===== config.mk =====
export PLATFORM = sky130hd
export DESIGN_NAME = ball_motion_flat
export DESIGN_NICKNAME = d
export VERILOG_FILES = /design/src/rtl/metaballs_pkg.sv /design/src/rtl/ball_motion_if.sv /design/src/rtl/ball_step.sv /design/src/rtl/ball_motion.sv /design/src/flat_wrapper.sv
export SDC_FILE = /design/constraint.sdc
export NUM_CORES = 1
export LEC_CHECK = 0
export BUFFER_PORTS_ARGS = -buffer_cell sky130_fd_sc_hd__buf_2
export CORE_MARGIN = 2
export CORE_UTILIZATION = 55
export DETAILED_ROUTE_END_ITERATION = 7
export HOLD_SLACK_MARGIN = 0.12
export PLACE_DENSITY_LB_ADDON = 0.25
export SLEW_MARGIN = 30
export SYNTH_ARGS = -nofsm -noshare
export SYNTH_HDL_FRONTEND = slang
export SYNTH_SLANG_ARGS = --single-unit

===== constraint.sdc =====
create_clock -name clk_50mhz -period 4.5 [get_ports clk_50mhz]
set_input_delay 0.225 -clock clk_50mhz [delete_from_list [all_inputs] [get_ports clk_50mhz]]
set_output_delay 0.225 -clock clk_50mhz [all_outputs]
set_load 0.02 [all_outputs]

===== src/rtl/metaballs_pkg.sv =====
// Shared types, widths and default geometry for the metaball motion engine.
// Also holds the velocity step helper used by the shared per-axis adder.
package metaballs_pkg;
    localparam int COORD_W           = 10;
    localparam int VEL_W             = 10;
    localparam int DEF_SCREEN_WIDTH  = 800;
    localparam int DEF_SCREEN_HEIGHT = 600;
    localparam int DEF_BALL_SIZE     = 128;
    localparam int DEF_VEL_MAX       = 127;

    typedef enum logic [1:0] {IDLE, POS, VEL, COMMIT} state_t;
    typedef logic [COORD_W-1:0]        coord_t;
    typedef logic signed [VEL_W-1:0]   vel_t;

    // One spring step toward the centre, saturating at +/-vmax; zero after a wall hit.
    function automatic vel_t vel_update(vel_t v, logic up, logic zero, vel_t vmax);
        logic signed [VEL_W:0] one;
        logic signed [VEL_W:0] ext;
        logic signed [VEL_W:0] lim;
        logic signed [VEL_W:0] s;
        vel_t                  res;
        one = (VEL_W+1)'(1);
        ext = (VEL_W+1)'(v);
        lim = (VEL_W+1)'(vmax);
        s   = up ? ext + one : ext - one;
        res = s[VEL_W-1:0];
        if (s > lim)
            res = vmax;
        else if (s < -lim)
            res = -vmax;
        if (zero)
            res = '0;
        return res;
    endfunction
endpackage


===== src/rtl/ball_motion_if.sv =====
// Frame sync input and committed ball positions toward the renderers.
interface ball_motion_if;
    logic                    v_sync;
    metaballs_pkg::coord_t   ball0_x;
    metaballs_pkg::coord_t   ball0_y;
    metaballs_pkg::coord_t   ball1_x;
    metaballs_pkg::coord_t   ball1_y;
    logic                    frame_tick;
    logic                    busy;

    modport master (
        input  v_sync,
        output ball0_x, ball0_y, ball1_x, ball1_y, frame_tick, busy
    );
    modport slave (
        output v_sync,
        input  ball0_x, ball0_y, ball1_x, ball1_y, frame_tick, busy
    );
endinterface


===== src/rtl/ball_step.sv =====
// Combinational single-axis position step: pos + (vel >>> 2), clamped to [0, limit].
module ball_step
    import metaballs_pkg::*;
(
    input  coord_t pos,
    input  vel_t   vel,
    input  coord_t limit,
    output coord_t next_pos,
    output logic   clamped
);
    localparam int SW = COORD_W + 1;

    vel_t              delta;
    logic [SW-1:0]     sum;

    always_comb begin
        delta    = vel >>> 2;
        sum      = {1'b0, pos} + SW'(delta);
        next_pos = sum[COORD_W-1:0];
        clamped  = 1'b0;
        if (sum[SW-1]) begin
            next_pos = '0;
            clamped  = 1'b1;
        end else if (sum[COORD_W-1:0] > limit) begin
            next_pos = limit;
            clamped  = 1'b1;
        end
    end
endmodule


===== src/rtl/ball_motion.sv =====
// Per-frame metaball motion: on v_sync rise, steps both balls serially, commits all at once.
// Edge at cycle k -> busy k+1..k+5, new positions and frame_tick at k+6; edges while busy are dropped.
module ball_motion
    import metaballs_pkg::*;
#(
    parameter int SCREEN_WIDTH  = DEF_SCREEN_WIDTH,
    parameter int SCREEN_HEIGHT = DEF_SCREEN_HEIGHT,
    parameter int BALL_SIZE     = DEF_BALL_SIZE,
    parameter int VEL_MAX       = DEF_VEL_MAX,
    parameter int START_X0      = 224,
    parameter int START_Y0      = 157,
    parameter int START_X1      = 425,
    parameter int START_Y1      = 188,
    parameter int START_VX0     = 0,
    parameter int START_VY0     = 0,
    parameter int START_VX1     = 0,
    parameter int START_VY1     = 0
) (
    input  logic           clk_50mhz,
    input  logic           reset,
    ball_motion_if.master  bus
);
    localparam coord_t XLIM = coord_t'(SCREEN_WIDTH - BALL_SIZE);
    localparam coord_t YLIM = coord_t'(SCREEN_HEIGHT - BALL_SIZE);
    localparam coord_t XMID = coord_t'((SCREEN_WIDTH - BALL_SIZE) / 2);
    localparam coord_t YMID = coord_t'((SCREEN_HEIGHT - BALL_SIZE) / 2);
    localparam vel_t   VMAX = vel_t'(VEL_MAX);

    state_t  state;
    logic    idx;
    logic    v_sync_d;
    logic    vs_rise;
    logic    tick_q;
    logic    busy_q;
    logic    clamp_x;
    logic    clamp_y;
    coord_t  out_x [2];
    coord_t  out_y [2];
    coord_t  sh_x  [2];
    coord_t  sh_y  [2];
    vel_t    vx    [2];
    vel_t    vy    [2];

    coord_t  nx;
    coord_t  ny;
    logic    cx;
    logic    cy;
    vel_t    vx_next;
    vel_t    vy_next;

    assign vs_rise = bus.v_sync & ~v_sync_d;

    ball_step u_step_x (.pos(out_x[idx]), .vel(vx[idx]), .limit(XLIM), .next_pos(nx), .clamped(cx));
    ball_step u_step_y (.pos(out_y[idx]), .vel(vy[idx]), .limit(YLIM), .next_pos(ny), .clamped(cy));

    // One velocity adder per axis, shared across both balls through idx.
    always_comb begin
        vx_next = vel_update(vx[idx], sh_x[idx] < XMID, clamp_x, VMAX);
        vy_next = vel_update(vy[idx], sh_y[idx] < YMID, clamp_y, VMAX);
    end

    always_ff @(posedge clk_50mhz) begin
        if (reset) begin
            state    <= IDLE;
            idx      <= 1'b0;
            v_sync_d <= 1'b1;
            tick_q   <= 1'b0;
            busy_q   <= 1'b0;
            clamp_x  <= 1'b0;
            clamp_y  <= 1'b0;
            out_x[0] <= coord_t'(START_X0);
            out_y[0] <= coord_t'(START_Y0);
            out_x[1] <= coord_t'(START_X1);
            out_y[1] <= coord_t'(START_Y1);
            sh_x[0]  <= coord_t'(START_X0);
            sh_y[0]  <= coord_t'(START_Y0);
            sh_x[1]  <= coord_t'(START_X1);
            sh_y[1]  <= coord_t'(START_Y1);
            vx[0]    <= vel_t'(START_VX0);
            vy[0]    <= vel_t'(START_VY0);
            vx[1]    <= vel_t'(START_VX1);
            vy[1]    <= vel_t'(START_VY1);
        end else begin
            v_sync_d <= bus.v_sync;
            tick_q   <= 1'b0;
            case (state)
                IDLE: begin
                    if (vs_rise) begin
                        state  <= POS;
                        idx    <= 1'b0;
                        busy_q <= 1'b1;
                    end
                end
                POS: begin
                    sh_x[idx] <= nx;
                    sh_y[idx] <= ny;
                    clamp_x   <= cx;
                    clamp_y   <= cy;
                    state     <= VEL;
                end
                VEL: begin
                    vx[idx] <= vx_next;
                    vy[idx] <= vy_next;
                    if (idx) begin
                        state <= COMMIT;
                    end else begin
                        idx   <= 1'b1;
                        state <= POS;
                    end
                end
                COMMIT: begin
                    out_x  <= sh_x;
                    out_y  <= sh_y;
                    tick_q <= 1'b1;
                    busy_q <= 1'b0;
                    state  <= IDLE;
                end
                default: state <= IDLE;
            endcase
        end
    end

    assign bus.ball0_x    = out_x[0];
    assign bus.ball0_y    = out_y[0];
    assign bus.ball1_x    = out_x[1];
    assign bus.ball1_y    = out_y[1];
    assign bus.frame_tick = tick_q;
    assign bus.busy       = busy_q;
endmodule


===== src/flat_wrapper.sv =====
// flat-port wrapper written by rule: the top's interface ports become plain ports
module ball_motion_flat import metaballs_pkg::*;
#(
    parameter int SCREEN_WIDTH  = DEF_SCREEN_WIDTH,
    parameter int SCREEN_HEIGHT = DEF_SCREEN_HEIGHT,
    parameter int BALL_SIZE     = DEF_BALL_SIZE,
    parameter int VEL_MAX       = DEF_VEL_MAX,
    parameter int START_X0      = 224,
    parameter int START_Y0      = 157,
    parameter int START_X1      = 425,
    parameter int START_Y1      = 188,
    parameter int START_VX0     = 0,
    parameter int START_VY0     = 0,
    parameter int START_VX1     = 0,
    parameter int START_VY1     = 0
)
  (clk_50mhz, reset, bus_v_sync, bus_ball0_x, bus_ball0_y, bus_ball1_x, bus_ball1_y, bus_frame_tick, bus_busy);
  ball_motion_if bus_i ();
  input  logic clk_50mhz;
  input  logic reset;
  input wire logic [$bits(bus_i.v_sync)-1:0] bus_v_sync;
  output wire logic [$bits(bus_i.ball0_x)-1:0] bus_ball0_x;
  output wire logic [$bits(bus_i.ball0_y)-1:0] bus_ball0_y;
  output wire logic [$bits(bus_i.ball1_x)-1:0] bus_ball1_x;
  output wire logic [$bits(bus_i.ball1_y)-1:0] bus_ball1_y;
  output wire logic [$bits(bus_i.frame_tick)-1:0] bus_frame_tick;
  output wire logic [$bits(bus_i.busy)-1:0] bus_busy;
  assign bus_i.v_sync = bus_v_sync;
  assign bus_ball0_x = bus_i.ball0_x;
  assign bus_ball0_y = bus_i.ball0_y;
  assign bus_ball1_x = bus_i.ball1_x;
  assign bus_ball1_y = bus_i.ball1_y;
  assign bus_frame_tick = bus_i.frame_tick;
  assign bus_busy = bus_i.busy;
  ball_motion #(.SCREEN_WIDTH(SCREEN_WIDTH), .SCREEN_HEIGHT(SCREEN_HEIGHT), .BALL_SIZE(BALL_SIZE), .VEL_MAX(VEL_MAX), .START_X0(START_X0), .START_Y0(START_Y0), .START_X1(START_X1), .START_Y1(START_Y1), .START_VX0(START_VX0), .START_VY0(START_VY0), .START_VX1(START_VX1), .START_VY1(START_VY1)) u_core (.clk_50mhz(clk_50mhz), .reset(reset), .bus(bus_i));
endmodule

---- Word level (Yosys, flattened, before mapping) ----
Memory sizes are Yosys's and may differ from the RTL's. A register that Yosys moved wholly into a read port is not among the register bits.
Index checks and enable logic that the tools add are counted.
storage, ports and cells
  memories ................................ 2
  memory bits (writable) .................. 40
  output and inout bits ................... 42
  logic and storage cells ................. 103
  register bits ........................... 88
  bits of input ports ..................... 3
operators by class
  magnitude comparators ................... 10
  add/subtract/negate cells ............... 6
  reductions and logical operators ........ 8
  multiplexer cells ....................... 55
  bitwise logic cells ..................... 3
  equality and inequality tests ........... 4
memories
  memory     depth  bits a word  read ports  clocked after Yosys merged registers in  wr ports  line               RTL
  u_core.vx  2      10           1           1                                        2         ball_motion.sv:41  vel_t vx [2];
  u_core.vy  2      10           1           1                                        2         ball_motion.sv:42  vel_t vy [2];
operators with widths
  kind                     count
  $mux W10                 25
  $bwmux W20               2
  $add A10 B11 Y11         2
  $add A10 B2 Y11 const B  2
  $gt A11 B8 Y1 const B    2
  $lt A11 B8 Y1 const B    2
  $mux W11                 2
  $sub A10 B2 Y11 const B  2
  $mux W1                  20
  $reduce_or A10 Y1        2
  $demux W10 S1            1
  $gt A10 B10 Y1 const B   1
  $gt A10 B9 Y1 const B    1
  $lt A10 B8 Y1 const B    1
  $lt A10 B9 Y1 const B    1
  $pmux W2 S4              1
  $eq A2 B2 Y1 const B     2
  $mux W2                  2
  $pmux W1 S2              2
  $reduce_and A2 Y1        2
  $reduce_bool A2 Y1       2
  $eq A2 B1 Y1 const B     1
  $ge A2 B2 Y1 const B     1
  $logic_not A2 Y1         1
  other kinds (6)          6

---- Longest topological paths before layout ----
Gate-level depths: netlist of the first run.
  depth in word-level cells ............... 11
  gate-level depth with buffers ........... 14
  depth with buffers taken out ............ 12

---- Modules after synthesis ----
A second synthesis of the first run with hierarchy kept.
second synthesis, totals
  cells, all modules ...................... 851
  area, all modules ....................... 7980.2 µm²
modules (own cells, without submodules)
  module                        sequential area each (µm²)  times used  area each (µm²)  cells each
  ball_motion                   2982.9                      1           6137.1           604
  ball_step at u_core.u_step_x  0.0                         1           922.1            126
  ball_step at u_core.u_step_y  0.0                         1           920.9            121

---- Worst setup path after synthesis of the first run ----
Ideal clock, no wire load.
  kind .................................... register -> register
  from .................................... reg u_core.idx
  to ...................................... mem u_core.vx[0][0] (netlist name) (data pin)
  library setup time ...................... 255 ps
  data required time ...................... 4245 ps
  buffers on the path ..................... 2
  path slack .............................. 468 ps
  cell stages (with the launch flop) ...... 14
  clock period less this slack ............ 4032 ps
  arrival ................................. 3778 ps
  cell sequence ........................... dfxtp_1 -> clkbuf_1 -> buf_1 -> nor2_1 -> a32oi_1 -> inv_1 -> fa_1 -> nand2b_1 -> a2111oi_0 -> or3_1 -> nand4_1 -> a311oi_1 -> a2bb2oi_1 -> and2_1
RTL lines
  what                      line                RTL
  start: declaration        ball_motion.sv:30   logic idx;
  start signal: assignment  ball_motion.sv:65   idx <= 1'b0;
  start signal: assignment  ball_motion.sv:90   idx <= 1'b0;
  start signal: assignment  ball_motion.sv:107  idx <= 1'b1;
  end: declaration          ball_motion.sv:41

==> results of run 1 <==
## where the power goes
part / total (mW) / switching (mW) / internal (mW)
Clock: 1.33 / 0.538 / 0.796
Combinational: 0.465 / 0.301 / 0.163
Sequential: 1.24 / 0.0148 / 1.22
Total: 3.04 / 0.854 / 2.18
## metrics by stage
step / util [%] / cell area [um2] / instances
after floorplan: - / 7640 / 853
after global placement: 58.2 / 7990 / 1046
after detailed placement: 58.2 / 7990 / 1046
after CTS: 62.5 / 8570 / 1079
after global routing: 62.5 / 8570 / 1079
final: 62.5 / 8570 / 1079
## per-layer routing
layer,up-vias,track usage (%)
met5,-,0
met1,3223,35.0
met2,246,42.8
met3,43,4.68
li1,3240,-
met4,0,9.91
## flip-flops by register name, summed over array words and instances, names as in the netlist, 2 cells and up, named ones only
signal / flops
u_core.state: 2
u_core.vx: 20
u_core.bus.ball1_x: 10
u_core.sh_y: 20
u_core.bus.ball1_y: 10
u_core.bus.ball0_y: 10
u_core.bus.ball0_x: 10
u_core.sh_x: 20
u_core.vy: 20
## cell type report
type	count	area, um2
timing repair buffer	59	335
sequential	129	2980
tap	180	225
multi-input combinational	660	4380
clock inverter	14	126
inverter	19	71.3
clock buffer	18	450
fill	1159	5140
## logic make-up after synthesis
| group | Yosys count |
|---|---|
| buf+inv | 64 |
| mux | 44 |
| compound gates | 235 |
| fa+ha+maj | 44 |
| xor+xnor | 20 |
| simple gates | 317 |
| flops | 129 |
## final timing paths
| kind | to | slack, ns | cells after the start |
|---|---|---|---|
| setup / recovery | u_core.vy[0][6]$_SDFFCE_PN0P_ | 0.41 | 11 |
| hold / removal | u_core.bus.ball1_y[1]$_SDFFE_PP0P_ | 0.45 | 2 |
| setup reg to reg | u_core.vy[0][6]$_SDFFCE_PN0P_ | 0.41 | 11 |
| hold reg to reg | u_core.bus.ball1_y[1]$_SDFFE_PP0P_ | 0.45 | 2 |
## layout by cell type (no fill, tap or decap), types with 11 or more instances in the layout
master	netlist	final
nand2_1	125	124
dfxtp_1	89	89
a21oi_1	87	87
nand3_1	46	46
nor2_1	44	44
buf_2	7	44
ha_1	40	40
edfxtp_1	40	40
mux2_2	39	39
o21ai_0	27	26
inv_1	18	18
clkbuf_16	0	18
nor3_1	17	17
buf_4	0	14
a211oi_1	13	13
xor2_1	12	12
o211ai_1	11	11
o31ai_1	11	11
## what timing repair did
| action | in CTS | in global routing |
|---|---|---|
| hold endpoints to repair | 1 | 0 |
| hold buffers | 1 | 0 |
| setup endpoints to repair | 0 | 0 |
## worst register-to-register path, cell delays in order (launching register included)
cell	delay [ns]
dfxtp_1	0.56
buf_4	0.33
o41a_1	0.46
inv_1	0.14
fa_1	0.48
nor2b_1	0.18
o31a_1	0.23
a21oi_1	0.11
o21ai_0	0.43
a31oi_1	0.27
a31oi_1	0.52
a211oi_1	0.11
==> results_dict.tcl, run 1 <==
set metrics [dict create \
    min_period_ns 4.09 \
    wl_um 19300 \
    drt_iter0_markers 538 \
    cts_sinks 129 \
    top_layer "met4" \
    p_total_mw 3.04 \
    wl_per_cell_um 17.9 \
    core_area_um2 13700 \
    grt_max_degree 68 \
    groute.usage.overall_pct 26.3 \
    yosys.area.top_type "dfxtp_1" \
    yosys.cell_types.count 82 \
    dr_wl_met2_um 9140 \
    layout-drive-gt1-share_pct 17.2 \
    yosys_warnings 0 \
    yosys.area_share.simple_pct 20.2 \
    synthXorXnorAreaFrac_pct 2.39 \
    cts_tree "done" \
    place.gp.congestion 0.964 \
    rsz0062_at_grt "no" \
    synthAdderAreaFrac_pct 7.60 \
    drc_errors 0 \
    dp_slack_ns 0.578 \
    viasPerCell 6.26 \
    p_leak_nw 3.43 \
    setup_viol 0 \
    clock_tree.htree_level_count 4 \
    synth_area_leaders "dfxtp_1, edfxtp_1, ha_1" \
    timing.final.ws_setup_ns 0.407 \
    drt-met1-wl_um 8640 \
    die_y_um 122 \
    antenna_left 0 \
    cts_setup_buffers 0 \
    drtPass1Iterations 5 \
    r2r-start "u_core.idx$_SDFFE_PP0P_" \
    async_flop_share_pct 0 \
    grt_first_pass_wirelength_um 31000 \
    synth_edf_count 40 \
    portBuffers 44 \
    synth_most_common_cell "nand2_1" \
    via_count 6752 \
    synth_top_family_by_area "compound AO/OA/AOI/OAI gates" \
    ir_drop_uv 297 \
    synth.ff_latch_count 129 \
    numCtsBuffers 17 \
    final_nets 933 \
    avgSynthCellArea_um2 8.95 \
    initial_core_util_pct 55.7 \
    netlist_area_um2 7640 \
    power_density_nw_per_um2 354 \
    critPathLaunchType "flip-flop" \
    status "finished, final reports clean" \
    fmax_mhz 244 \
    clk_pin_slew_worst_paths_ns 0.06 \
    cap_violations 0 \
    synth.top_cell.area_share_pct 23.3 \
    crit_buf_inv 2 \
    relSlewSlack_pct 41.0 \
    cts_root_buf "clkbuf_16" \
    yosys_most_used_dff "dfxtp_1" \
    synth_fp_nets 900 \
    cp_cell_sequence "buf_4 -> o41a_1 -> inv_1 -> fa_1 -> nor2b_1 -> o31a_1 -> a21oi_1 -> o21ai_0 -> a31oi_1 -> a31oi_1 -> a211oi_1" \
    cts_resized 0 \
    diodes 0 \
    clockBufferDepth 2 \
    worst_path_max_delay_cell "dfxtp_1" \
    tns_ns 0 \
    holdWs_ns 0.455 \
    crit_path_end_kind "flip-flop" \
    crit_family "compound AO/OA/AOI/OAI gates" \
    cpMostUsedCell "a31oi_1" \
    syn_inst 853 \
    critPathKind "flip-flop to flip-flop" \
    cp-startpoint "u_core.idx$_SDFFE_PP0P_" \
    grt_antenna_before_repair 0 \
    areaGrowthSynthToFinish_pct 12.3 \
    die_w_um 122 \
    hold_viol 0 \
    route.met3.wl_um 1020 \
    worst_path_largest_cell_delay_ns 0.56 \
    synthTopCellsByCount "nand2_1, dfxtp_1, a21oi_1, nand3_1, nor2_1" \
    holdCritPathClass "flip-flop to flip-flop" \
    final_max_slew_viol_count 0 \
    synth_compound_area_share_pct 20.5 \
    rows 43 \
    worstPathMaxFanout 16 \
    clk_latency_ns 0.42 \
    cp.required_ns 4.64 \
    skew_ns 0.00795 \
    period_share_pct 90.9 \
    arrival_ns 4.23 \
    overflow 0 \
    die_area_um2 14800 \
    yosysSeqAreaShare_pct 39.1 \
    hp-start "u_core.sh_y[1]$_SDFFE_PP0P_" \
    grt_pass1_vias 6336 \
    muxShareOfSynthArea_pct 6.57 \
    dpl.hpwl_um 13600 \
    worst_pin_slew_ns 0.883 \
    pin_count 45 \
]
Note: power is estimated with default switching activity, not from simulation.
==> run 2: changes to the inputs <==
--- a/config.mk
+++ b/config.mk
@@ -5,7 +5,9 @@
 export SDC_FILE = /design/constraint.sdc
 export NUM_CORES = 1
 export LEC_CHECK = 0
+export ABC_AREA = 1
 export BUFFER_PORTS_ARGS = -buffer_cell sky130_fd_sc_hd__buf_2
+export CAP_MARGIN = 20
 export CORE_MARGIN = 2
 export CORE_UTILIZATION = 55
 export DETAILED_ROUTE_END_ITERATION = 7
==> results_dict.tcl, run 2 <==
set metrics [dict create \
    synth_most_common_cell "nand2_1" \
    cts_setup_buffers 0 \
    min_period_ns 3.35 \
    synth.top_cell.area_share_pct 24.0 \
    die_y_um 120 \
    p_total_mw 3.11 \
    clk_latency_ns 0.42 \
    worst_path_largest_cell_delay_ns 0.49 \
    die_w_um 120 \
    viasPerCell 5.44 \
    rows 42 \
    cts_sinks 129 \
    worst_path_max_delay_cell "dfxtp_1" \
    crit_family "simple AND/OR/NAND/NOR gates" \
    period_share_pct 74.5 \
    clock_tree.htree_level_count 4 \
    initial_core_util_pct 56.3 \
    holdWs_ns 0.283 \
    groute.usage.overall_pct 26.0 \
    async_flop_share_pct 0 \
    hold_viol 0 \
    fin_cells 1242 \
    drt_iter0_markers 577 \
    cap_violations 0 \
    tns_ns 0 \
    relSlewSlack_pct 36.2 \
    numCtsBuffers 17 \
    diodes 0 \
    holdCritPathClass "input port to flip-flop" \
    wl_um 18000 \
    p_leak_nw 3.99 \
    cts_resized 0 \
    worstPathMaxFanout 9 \
    cpMostUsedCell "inv_1" \
    antenna_left 0 \
    setup_viol 0 \
    drtPass1Iterations 6 \
    syn_inst 1012 \
    wl_per_cell_um 14.5 \
    synth_fp_nets 1059 \
    power_density_nw_per_um2 371 \
    cp.required_ns 4.65 \
    skew_ns 0.00617 \
    critPathKind "flip-flop to flip-flop" \
    final_nets 1100 \
    layout-drive-gt1-share_pct 10.2 \
    portBuffers 44 \
    clockBufferDepth 2 \
    crit_path_end_kind "flip-flop" \
    synth.ff_latch_count 129 \
    synth_edf_count 40 \
    rsz0062_at_grt "no" \
    netlist_area_um2 7420 \
    core_area_um2 13200 \
    fmax_mhz 298 \
    yosys_most_used_dff "dfxtp_1" \
    final_cell_mix "nand2_1, inv_1, dfxtp_1, nor2_1, a21oi_1" \
    clk_pin_slew_worst_paths_ns 0.06 \
    grt_antenna_before_repair 0 \
    mostFrequentLayoutCell "nand2_1" \
    cts_tree "done" \
    crit_buf_inv 4 \
    pin_count 45 \
    final_max_slew_viol_count 0 \
    worst_pin_slew_ns 0.954 \
    grt_max_degree 37 \
    fin_util_pct 63.7 \
    die_area_um2 14400 \
    yosys.area.top_type "dfxtp_1" \
    yosys_warnings 0 \
    place.gp.congestion 0.938 \
    cp_cell_sequence "inv_1 -> nor3_1 -> o41ai_1 -> nand2_1 -> inv_1 -> ha_1 -> inv_2 -> nor3_1 -> nand3_1 -> nand4_1 -> nor2_1 -> a21oi_2 -> inv_1 -> nand2_2 -> nand3_1 -> nand2_1 -> nor2_1" \
    critPathLaunchType "flip-flop" \
    grt_first_pass_wirelength_um 29700 \
    status "finished, final reports clean" \
    drc_errors 0 \
    grt_pass1_vias 6145 \
    via_count 6757 \
    synthTopCellsByCount "nand2_1, inv_1, dfxtp_1, nor2_1, a21oi_1" \
    avgSynthCellArea_um2 7.33 \
    arrival_ns 3.50 \
    yosysSeqAreaShare_pct 40.2 \
    dpl.hpwl_um 12800 \
    yosys.cell_types.count 43 \
    overflow 0 \
    ir_drop_uv 275 \
    cts_root_buf "clkbuf_16" \
    areaGrowthSynthToFinish_pct 13.2 \
    synth_area_leaders "dfxtp_1, edfxtp_1, nand2_1" \
    dp.cells 1209 \
    holdBufCountCts 1 \
]
## run 2: layout make-up
type	count	area (um2)
repair buffers	55	305
inverters	126	473
multi-input cells	724	3840
clock inverters	11	100
clock buffers	21	482
well taps	176	220
flip-flops and latches	129	2980
fillers	1175	4790
## run 2: cell families after synthesis
kind of cell | count (synthesis) | synth area share (%)
flip-flops | 129 | 40.2
adder cells (fa/ha/maj) | 44 | 7.82
buffers and inverters | 159 | 8.09
AND/OR/NAND/NOR | 478 | 27.2
AO/OA/AOI/OAI | 186 | 14.1
XOR/XNOR | 16 | 2.50
## run 2: path summary, 6_finish.rpt
path / from / to / slack (ns) / depth (start not counted)
max: u_core.idx$_SDFFE_PP0P_ / u_core.vy[0][0]$_SDFFCE_PN0P_ / 1.15 / 17
min: reset / u_core.state[0]$_SDFFE_PP0P_ / 0.28 / 2
max reg2reg: u_core.idx$_SDFFE_PP0P_ / u_core.vy[0][0]$_SDFFCE_PN0P_ / 1.15 / 17
min reg2reg: u_core.sh_x[12]$_SDFFE_PP0P_ / u_core.bus.ball0_x[2]$_SDFFE_PP0P_ / 0.44 / 2
## run 2: report_power, final
| part | switching, mW | internal [mW] |
|---|---|---|
| Combinational | 0.363 | 0.169 |
| Sequential | 0.0112 | 1.22 |
| Clock | 0.522 | 0.823 |
| Total | 0.896 | 2.22 |
## run 2: per-layer routing
metal / up-vias / share of wire [%] / track usage [%]
met5: - / 0 / 0
met4: 0 / 2.0 / 11.5
met3: 24 / 6.4 / 4.23
met2: 232 / 45 / 40.6
met1: 3066 / 47 / 35.7
li1: 3435 / - / -
## run 2: stage by stage
stage	cell area (um2)	setup WS (ns)
CTS	8400	1.19
finish	8400	1.15
global placement	7810	1.27
global route	8400	0.846
detailed placement	7810	1.20
floorplan	7420	1.47
